$ cat config.mk
export PLATFORM = sky130hd
export DESIGN_NAME = vedic_seq_mult_ctrl
export DESIGN_NICKNAME = d
export VERILOG_FILES = /design/src/rtl/vedic_seq_mult_ctrl.sv
export SDC_FILE = /design/constraint.sdc
export NUM_CORES = 1
export LEC_CHECK = 0
export CORE_UTILIZATION = 40
export CTS_BUF_LIST = sky130_fd_sc_hd__clkbuf_8
export DETAILED_ROUTE_END_ITERATION = 7
export GPL_TIMING_DRIVEN = 0
export PLACE_DENSITY_LB_ADDON = 0.05
export SLEW_MARGIN = 10
export SYNTH_ARGS = -nofsm -noshare
export SYNTH_HDL_FRONTEND = slang
export SYNTH_SLANG_ARGS = --single-unit
$ cat constraint.sdc
create_clock -name clk -period 9.5 [get_ports clk]
set_input_delay 1.9 -clock clk [delete_from_list [all_inputs] [get_ports clk]]
set_output_delay 1.9 -clock clk [all_outputs]
set_load 0.05 [all_outputs]
$ cat src/rtl/vedic_seq_mult_ctrl.sv
`default_nettype none
// ============================================================================
// Module   : vedic_seq_mult_ctrl (with leaf cell vedicmult_2bit)
// Purpose  : Sequential WIDTH x WIDTH unsigned multiplier. A single 2-bit
//            Vedic multiplier cell is time-multiplexed over every pair of
//            2-bit operand digits, one pair per clock. Each shifted partial
//            product is accumulated into a 2*WIDTH register.
// Ports    : clk, rst (async, active-high)
//            in_valid_i / in_ready_o   - operand handshake (a_i, b_i)
//            out_valid_o / out_ready_i - result handshake (product_o)
//            busy_o                    - high while digit pairs are stepped
// Revision : 1.0 - initial release
// ============================================================================

// ----------------------------------------------------------------------------
// vedicmult_2bit: 2x2 unsigned multiply using the Urdhva-Tiryagbhyam pattern
// (vertical and crosswise products), built only from AND/XOR terms.
// ----------------------------------------------------------------------------
module vedicmult_2bit (
    input  logic [1:0] a_i,
    input  logic [1:0] b_i,
    output logic [3:0] p_o
);
    logic vert_lo;   // a0*b0
    logic cross_0;   // a1*b0
    logic cross_1;   // a0*b1
    logic vert_hi;   // a1*b1
    logic carry_1;   // carry out of the crosswise column

    assign vert_lo = a_i[0] & b_i[0];
    assign cross_0 = a_i[1] & b_i[0];
    assign cross_1 = a_i[0] & b_i[1];
    assign vert_hi = a_i[1] & b_i[1];
    assign carry_1 = cross_0 & cross_1;

    assign p_o[0] = vert_lo;
    assign p_o[1] = cross_0 ^ cross_1;
    assign p_o[2] = vert_hi ^ carry_1;
    assign p_o[3] = vert_hi & carry_1;
endmodule

// ----------------------------------------------------------------------------
// vedic_seq_mult_ctrl: top-level sequencing controller
// ----------------------------------------------------------------------------
module vedic_seq_mult_ctrl #(
    parameter int WIDTH = 8
) (
    input  logic               clk,
    input  logic               rst,
    input  logic               in_valid_i,
    output logic               in_ready_o,
    input  logic [WIDTH-1:0]   a_i,
    input  logic [WIDTH-1:0]   b_i,
    output logic               out_valid_o,
    input  logic               out_ready_i,
    output logic [2*WIDTH-1:0] product_o,
    output logic               busy_o
);
    localparam int N   = WIDTH / 2;                     // digits per operand
    localparam int IW  = (N > 1) ? $clog2(N) : 1;       // digit index width
    localparam int PW  = 2 * WIDTH;                     // product width
    localparam int SHW = IW + 2;                        // shift amount width

    localparam logic [IW-1:0] LAST_DIG = IW'(N - 1);
    localparam logic [IW-1:0] ONE_DIG  = IW'(1);

    typedef enum logic [1:0] {
        S_IDLE = 2'd0,
        S_RUN  = 2'd1,
        S_DONE = 2'd2
    } state_t;

    state_t            state_q, state_d;
    logic [WIDTH-1:0]  a_q, a_d;
    logic [WIDTH-1:0]  b_q, b_d;
    logic [PW-1:0]     acc_q, acc_d;
    logic [IW-1:0]     i_q, i_d;
    logic [IW-1:0]     j_q, j_d;

    // ------------------------------------------------------------------
    // Datapath: digit select, single multiplier cell, shifted addend
    // ------------------------------------------------------------------
    logic [1:0]     a_dig;
    logic [1:0]     b_dig;
    logic [3:0]     pp;
    logic [PW-1:0]  pp_ext;
    logic [SHW-1:0] shamt;
    logic [PW-1:0]  addend;

    // Digit k occupies bits [2k+1:2k]; {k,1'b0} is 2k.
    assign a_dig = a_q[{i_q, 1'b0} +: 2];
    assign b_dig = b_q[{j_q, 1'b0} +: 2];

    vedicmult_2bit u_cell (
        .a_i (a_dig),
        .b_i (b_dig),
        .p_o (pp)
    );

    // Zero-extend via assignment so WIDTH=2 (PW=4) needs no zero-width pad.
    always_comb begin
        pp_ext      = '0;
        pp_ext[3:0] = pp;
    end

    // Digit pair (i,j) carries weight 4^(i+j), i.e. a left shift of 2*(i+j).
    // Largest shift is 2W-4, so the 4-bit partial product always fits.
    assign shamt  = {(SHW-1)'(i_q) + (SHW-1)'(j_q), 1'b0};
    assign addend = pp_ext << shamt;

    // ------------------------------------------------------------------
    // State and datapath registers
    // ------------------------------------------------------------------
    always_ff @(posedge clk or posedge rst) begin
        if (rst) begin
            state_q <= S_IDLE;
            a_q     <= '0;
            b_q     <= '0;
            acc_q   <= '0;
            i_q     <= '0;
            j_q     <= '0;
        end else begin
            state_q <= state_d;
            a_q     <= a_d;
            b_q     <= b_d;
            acc_q   <= acc_d;
            i_q     <= i_d;
            j_q     <= j_d;
        end
    end

    // ------------------------------------------------------------------
    // Next-state logic
    // ------------------------------------------------------------------
    always_comb begin
        state_d = state_q;
        a_d     = a_q;
        b_d     = b_q;
        acc_d   = acc_q;
        i_d     = i_q;
        j_d     = j_q;

        case (state_q)
            S_IDLE: begin
                if (in_valid_i) begin
                    a_d   = a_i;
                    b_d   = b_i;
                    acc_d = '0;
                    i_d   = '0;
                    j_d   = '0;
                    // A zero operand makes the product trivially zero, so the
                    // digit loop is skipped entirely.
                    if ((a_i == '0) || (b_i == '0)) begin
                        state_d = S_DONE;
                    end else begin
                        state_d = S_RUN;
                    end
                end
            end

            S_RUN: begin
                acc_d = acc_q + addend;
                if (j_q == LAST_DIG) begin
                    j_d = '0;
                    if (i_q == LAST_DIG) begin
                        // Final digit pair is accumulated on this same edge.
                        state_d = S_DONE;
                    end else begin
                        i_d = i_q + ONE_DIG;
                    end
                end else begin
                    j_d = j_q + ONE_DIG;
                end
            end

            S_DONE: begin
                if (out_ready_i) begin
                    state_d = S_IDLE;
                end
            end

            default: begin
                state_d = S_IDLE;
            end
        endcase
    end

    // ------------------------------------------------------------------
    // Outputs: decoded from registered state only, so neither handshake
    // input has a combinational path to any output.
    // ------------------------------------------------------------------
    assign in_ready_o  = (state_q == S_IDLE);
    assign busy_o      = (state_q == S_RUN);
    assign out_valid_o = (state_q == S_DONE);
    assign product_o   = acc_q;

endmodule
`default_nettype wire

# Word-level counts from Yosys, hierarchy flattened
# Index checks and enable logic that the tools add are counted.
# W data, S select, Z words.
# totals
ff_bits	38
inputBits	20
out_inout_bits	19
elab_cells	53
# op_classes
addsub	4
n_eq_ne	9
n_shift	3
mux	14
n_bitwise	8
n_reduce_logical	9
# op_table
operator	n
$pmux W16 S2	1
$mux W2	9
$add A16 B16 Y16	1
$logic_not A8 Y1	2
$mux W16	1
$shiftx A8 B4 Y2	2
$shl A4 B4 Y16	1
$pmux W2 S2	2
$reduce_and A4 Y1	2
$and A1 B1 Y1	6
$eq A2 B2 Y1 const B	3
$ne A2 B1 Y1 const B	3
$pmux W2 S3	1
$add A2 B1 Y2 const B	2
$ne A2 B2 Y1 const B	2
$reduce_and A2 Y1	2
$add A2 B2 Y3	1
$eq A2 B1 Y1 const B	1
$logic_not A2 Y1	1
$reduce_bool A2 Y1	1
$xor A1 B1 Y1	2
$logic_or A1 B1 Y1	1

# Longest topological paths before layout
# logic_depth
ltp_word	7
ltp_mapped	15
ltp_nobuf	14

# Hierarchy
# Synthesis repeated with hierarchy kept, for this count alone.
# hier_totals
cells_unflattened	295
area_unflattened_um2	2778.9
# by_module_without_submodules
module	instances	cells_per_inst	area_per_inst_um2	seq_area_each_um2
vedic_seq_mult_ctrl	1	288	2721.4	950.9
vedicmult_2bit	1	7	57.6	0.0

# Least setup slack after synthesis
# Ideal clock, no wire load.
# synth_timing
kind	reg2reg
from	register j_q[0]
to	register acc_q[13], in the netlist product_o[13]
setup_ns	0.087
arrival_ns	3.522
required_ns	9.413
setup_slack_ns	5.892
stages_incl_launch_ff	15
n_path_buf	0
period_less_slack_ns	3.608
path_cell_list	dfrtp_1 mux4_2 and2_1 ha_1 ha_1 nor2b_1 a31oi_1 nor2_1 ha_1 inv_1 or3_4 nand4b_2 a41oi_4 a2111o_1 o211ai_1
# synth_via
elab_chain_cells	7
word_cells_on_any_way	13
cone_classes	add/sub (2); shift (2); mux (1); bitwise (8)
# synth_lines
item	line	rtl
start: declaration	78	logic [IW-1:0] j_q, j_d;
start signal: assignment	128	j_q <= j_d;
$shiftx A8 B4 Y2	92	assign b_dig = b_q[{j_q, 1'b0} +: 2];
$and A1 B1 Y1 (on tied branches)	31, 32	
$and A1 B1 Y1	34	assign carry_1 = cross_0 & cross_1;
$xor A1 B1 Y1 / $and A1 B1 Y1 (equally long branches)	38, 39	
$shl A4 B4 Y16 (*)	109	assign addend = pp_ext << shamt;
$add A16 B16 Y16 (*)	162	acc_d = acc_q + addend;
$pmux W16 S2 (*)	143	case (state_q)
end signal: assignment	119	acc_q <= '0;
end signal: assignment	126	acc_q <= acc_d;
end: declaration	76	logic [PW-1:0] acc_q, acc_d;
# Every way passes the cells marked *; elsewhere a longest branch is shown, timed or not.
# A chain may end at the register's enable or synchronous reset.

# Worst setup path in the final report
# layout_timing
from	register j_q[0]
to	register acc_q[14], in the netlist product_o[14]
# The elaborated chain is that of the path after synthesis.

==> results.rst <==
.. list-table::
   :header-rows: 1

   * - Metric
     - Value
   * - Result of the run
     - finished, violations left
   * - Failing checks
     - DRC
   * - Arrival @ worst endpoint
     - about 4.3 ns
   * - Clock root buffer
     - sky130_fd_sc_hd__clkbuf_8
   * - Post-synth cell types
     - 58
   * - Post-Route Hold Slack
     - 0.511 ns
   * - Detail Route Antenna Nets
     - 0
   * - 1st-iter DRT viols
     - 90
   * - Io pins
     - 39
   * - Total number of yosys warnings
     - 0
   * - Final core occ
     - between 50% and 60%
   * - Cell taking the most area after synthesis
     - sky130_fd_sc_hd__dfrtp_1
   * - Hold_buf cts
     - 0
   * - Total wire length
     - a little over 6000 um
   * - Net count of the mapped netlist
     - 317
   * - Fraction of registers with async set/reset
     - between 90% and 100%
   * - Multi-input gate area in the final layout
     - approximately 0.0016 mm^2
   * - Syn-to-layout area delta
     - 22.1%
   * - Setup Crit Path Kind
     - flip-flop to flip-flop
   * - Type of the worst min-delay path
     - flip-flop to flip-flop
   * - RD Place Congestion
     - roughly 0.85
   * - Part of the total power dissipated in sequential elements
     - 25.9%
   * - Crit Reg-Reg Startpoint
     - j_q[0]
   * - Number of global-route vias before repair
     - 2244
   * - #FFs+latches synth
     - 38
   * - Clock network fraction of total power
     - 11.1%
   * - Initial antenna violation count
     - 0
   * - Insertion delay to the later sink of the worst-skew pair
     - 0.29 ns
   * - Max Fanout on Critical Path
     - 7
   * - Post-synth EDFFs
     - 0
   * - Drt drc
     - 5
   * - Fraction of layout instances using a drive strength above 1
     - 13.4%
   * - Worst IR drop on VDD
     - between 0.0001 and 0.00015 V
   * - Resize count post-CTS
     - 0
   * - Fmax
     - ~240 MHz
   * - Net switching component of the power
     - 0.519 mW
   * - Nets@finish
     - 363
   * - Area share of the largest cell type after synthesis
     - 35.5%
   * - Global-route usage over all layers
     - 20.1%
   * - Global-route wire length before repair
     - ~11000 um
   * - Final antenna diode count
     - 0
   * - Worst Setup EP
     - product_o[14]
   * - Floorplan row count
     - 29
   * - Total CTS buffers
     - 5
   * - Die X
     - approximately 84 um
   * - Cell-internal power
     - 0.570 mW
   * - Initial Util
     - 41.7%
   * - Count of buffers from port buffering
     - 38
   * - Final HPWL from detailed placement
     - 4910 um
   * - Core area
     - 0.00642 mm^2
   * - Required time at the endpoint of the critical path
     - 9.69 ns
   * - Bufs on Longest Clock Path
     - 2
   * - Post-layout min period
     - 4.09 ns
   * - Launching element of the worst setup path
     - j_q[0]
   * - Die height
     - 83.8 um
   * - Worst slew margin relative to its limit
     - 42.1%
   * - Total of endpoints with negative setup slack in the final report
     - 0
   * - Number of filler cells placed in the layout
     - 639
   * - Combinational power share
     - 63.1%
   * - Post-synthesis cell count
     - 275
   * - Final sum of negative setup slack
     - 0 ns
   * - Sequential element share of the synthesized area
     - 35.5%
   * - FF+latch area
     - roughly 950 um^2
   * - TritonCTS clock tree
     - built
   * - Die area
     - around 0.0070 mm^2
   * - Reg clk slew, reported paths
     - around 0.08 ns
   * - Final Hold Vio Count
     - 0
   * - List of most frequent post-synthesis cells
     - sky130_fd_sc_hd__dfrtp_1, sky130_fd_sc_hd__nand2_1, sky130_fd_sc_hd__ha_1
   * - Aggregate global routing overflow
     - 0
   * - Worst-case clock skew
     - 0.00503 ns
   * - Count of final max-slew check failures
     - 0
   * - Unrepaired setup endpoints after global routing
     - false
   * - WL/cell
     - 15.6 um
   * - Ratio of total power to cell area
     - 333 mW/mm^2
   * - Critical path launch point type
     - flip-flop
   * - Maximum number of pins on one net before global-route repair
     - 31
   * - Num Clock Sinks
     - 38
   * - Synth Flop Type
     - sky130_fd_sc_hd__dfrtp_1
   * - Net switching share of the total power
     - 47.7%
   * - CTS H-tree depth
     - 2
   * - Via count
     - 2206
   * - Cell types occupying the most area after synthesis
     - sky130_fd_sc_hd__dfrtp_1, sky130_fd_sc_hd__ha_1, sky130_fd_sc_hd__mux2_2, sky130_fd_sc_hd__nand2_1, sky130_fd_sc_hd__mux4_2
   * - Number of max-cap violations
     - 0
   * - Transition time at the pin with the least slew margin
     - 0.866 ns
   * - Number of buffers inserted by post-CTS setup repair
     - 0
   * - Post-synthesis average cell area
     - 9.74 um^2
   * - Reg2Reg Depth
     - 14
   * - Portion of the clock cycle consumed by the worst path in the final layout
     - 43.0%
   * - Drt first pass iters
     - 7
   * - Reported leakage power
     - 1.38 nW
   * - Most instantiated library cell after synthesis
     - sky130_fd_sc_hd__dfrtp_1
   * - Vias per cell
     - about 5.5
   * - Terminus of the critical flop-to-flop path
     - product_o[14]
   * - Kind of end point of the critical path
     - flip-flop
   * - Summed instance area of the synthesized netlist
     - 0.00268 mm^2
   * - Worst-case register-to-register setup slack
     - approximately 5.4 ns
[layout make-up]
type | count | area share [%]
buffer | 8 | 1.19
clock buffer | 6 | 2.52
clock inverter | 2 | 0.383
inverter | 13 | 1.49
multi-input combinational | 216 | 50.2
sequential | 38 | 29.1
tap | 77 | 2.95
timing repair buffer | 39 | 12.2
[worst min-delay path by stage]
stage	start	endpoint	depth (start not counted)
2_1_floorplan	state_q[1]	state_q[0]	1
3_3_place_gp	a_q[3]	a_q[3]	1
3_5_place_dp	a_q[1]	a_q[1]	1
4_1_cts	state_q[1]	state_q[0]	1
5_1_grt	a_q[5]	a_q[5]	1
6_report	a_q[1]	a_q[1]	1
[flip-flops by register name, indices dropped and copies added, names as in the netlist]
name and cells:
a_q 8, b_q 8, i_q 2, j_q 2
product_o 16, state_q 2
[through the flow]
step / setup WS [ns] / total power [mW] / instances / area [um^2]
after floorplan: 5.89 / 0.793 / 275 / 2680
after global placement: 5.43 / 0.961 / 390 / 3160
after detailed placement: 5.46 / 0.976 / 391 / 3180
after CTS: 5.42 / 1.10 / 399 / 3270
after global routing: 5.15 / 1.19 / 399 / 3270
final: 5.41 / 1.09 / 399 / 3270
[power by group through the flow]
| stage | clock network (mW) | logic, mW | registers (mW) |
|---|---|---|---|
| floorplan | 0 | 0.461 | 0.332 |
| global placement | 0 | 0.676 | 0.284 |
| detailed placement | 0 | 0.690 | 0.286 |
| global route | 0.131 | 0.763 | 0.293 |
| CTS | 0.125 | 0.691 | 0.283 |
| finish | 0.120 | 0.687 | 0.282 |
[worst max-delay path: stages (launching register included)]
cell and delay (ns):
sky130_fd_sc_hd__dfrtp_1 0.49, sky130_fd_sc_hd__mux4_2 0.57, sky130_fd_sc_hd__and2_1 0.18, sky130_fd_sc_hd__ha_1 0.19, sky130_fd_sc_hd__ha_1 0.31, sky130_fd_sc_hd__nor2b_1 0.15, sky130_fd_sc_hd__a31oi_1 0.36, sky130_fd_sc_hd__nor2_1 0.10
sky130_fd_sc_hd__ha_1 0.29, sky130_fd_sc_hd__a21oi_1 0.16, sky130_fd_sc_hd__o21ai_1 0.08, sky130_fd_sc_hd__a31oi_2 0.23, sky130_fd_sc_hd__a211oi_1 0.14, sky130_fd_sc_hd__or4_1 0.48, sky130_fd_sc_hd__a32o_1 0.26
[metal layers]
layer / GRT usage (%) / share of wire [%] / up-vias
met5: 0 / 0 / -
met4: 6.90 / 1.7 / 0
met3: 3.07 / 2.8 / 10
met2: 34.6 / 48 / 42
met1: 25.7 / 47 / 1043
li1: - / - / 1111
[cell usage in the layout (no fill, tap or decap), types with 5 or more instances in the layout]
master and instances:
sky130_fd_sc_hd__inv_1 11, sky130_fd_sc_hd__clkbuf_8 6, sky130_fd_sc_hd__ha_1 20, sky130_fd_sc_hd__nand2_1 26, sky130_fd_sc_hd__o21ai_0 12, sky130_fd_sc_hd__dfrtp_1 38, sky130_fd_sc_hd__nor3_1 6, sky130_fd_sc_hd__nor2_1 19
sky130_fd_sc_hd__clkbuf_1 5, sky130_fd_sc_hd__nand2b_1 9, sky130_fd_sc_hd__nand3_1 6, sky130_fd_sc_hd__clkdlybuf4s50_1 38, sky130_fd_sc_hd__a21oi_1 16, sky130_fd_sc_hd__mux2_2 17
[logic make-up after synthesis]
kind of cell    after synthesis  synth area share, %
compound gates               69                 18.2
xor+xnor                      7                 2.29
fa+ha+maj                    22                 10.8
buf+inv                      21                 3.27
flops                        38                 35.5
mux                          23                 11.3
simple gates                 95                 18.7
No activity file was read; power rests on OpenSTA's default activity.
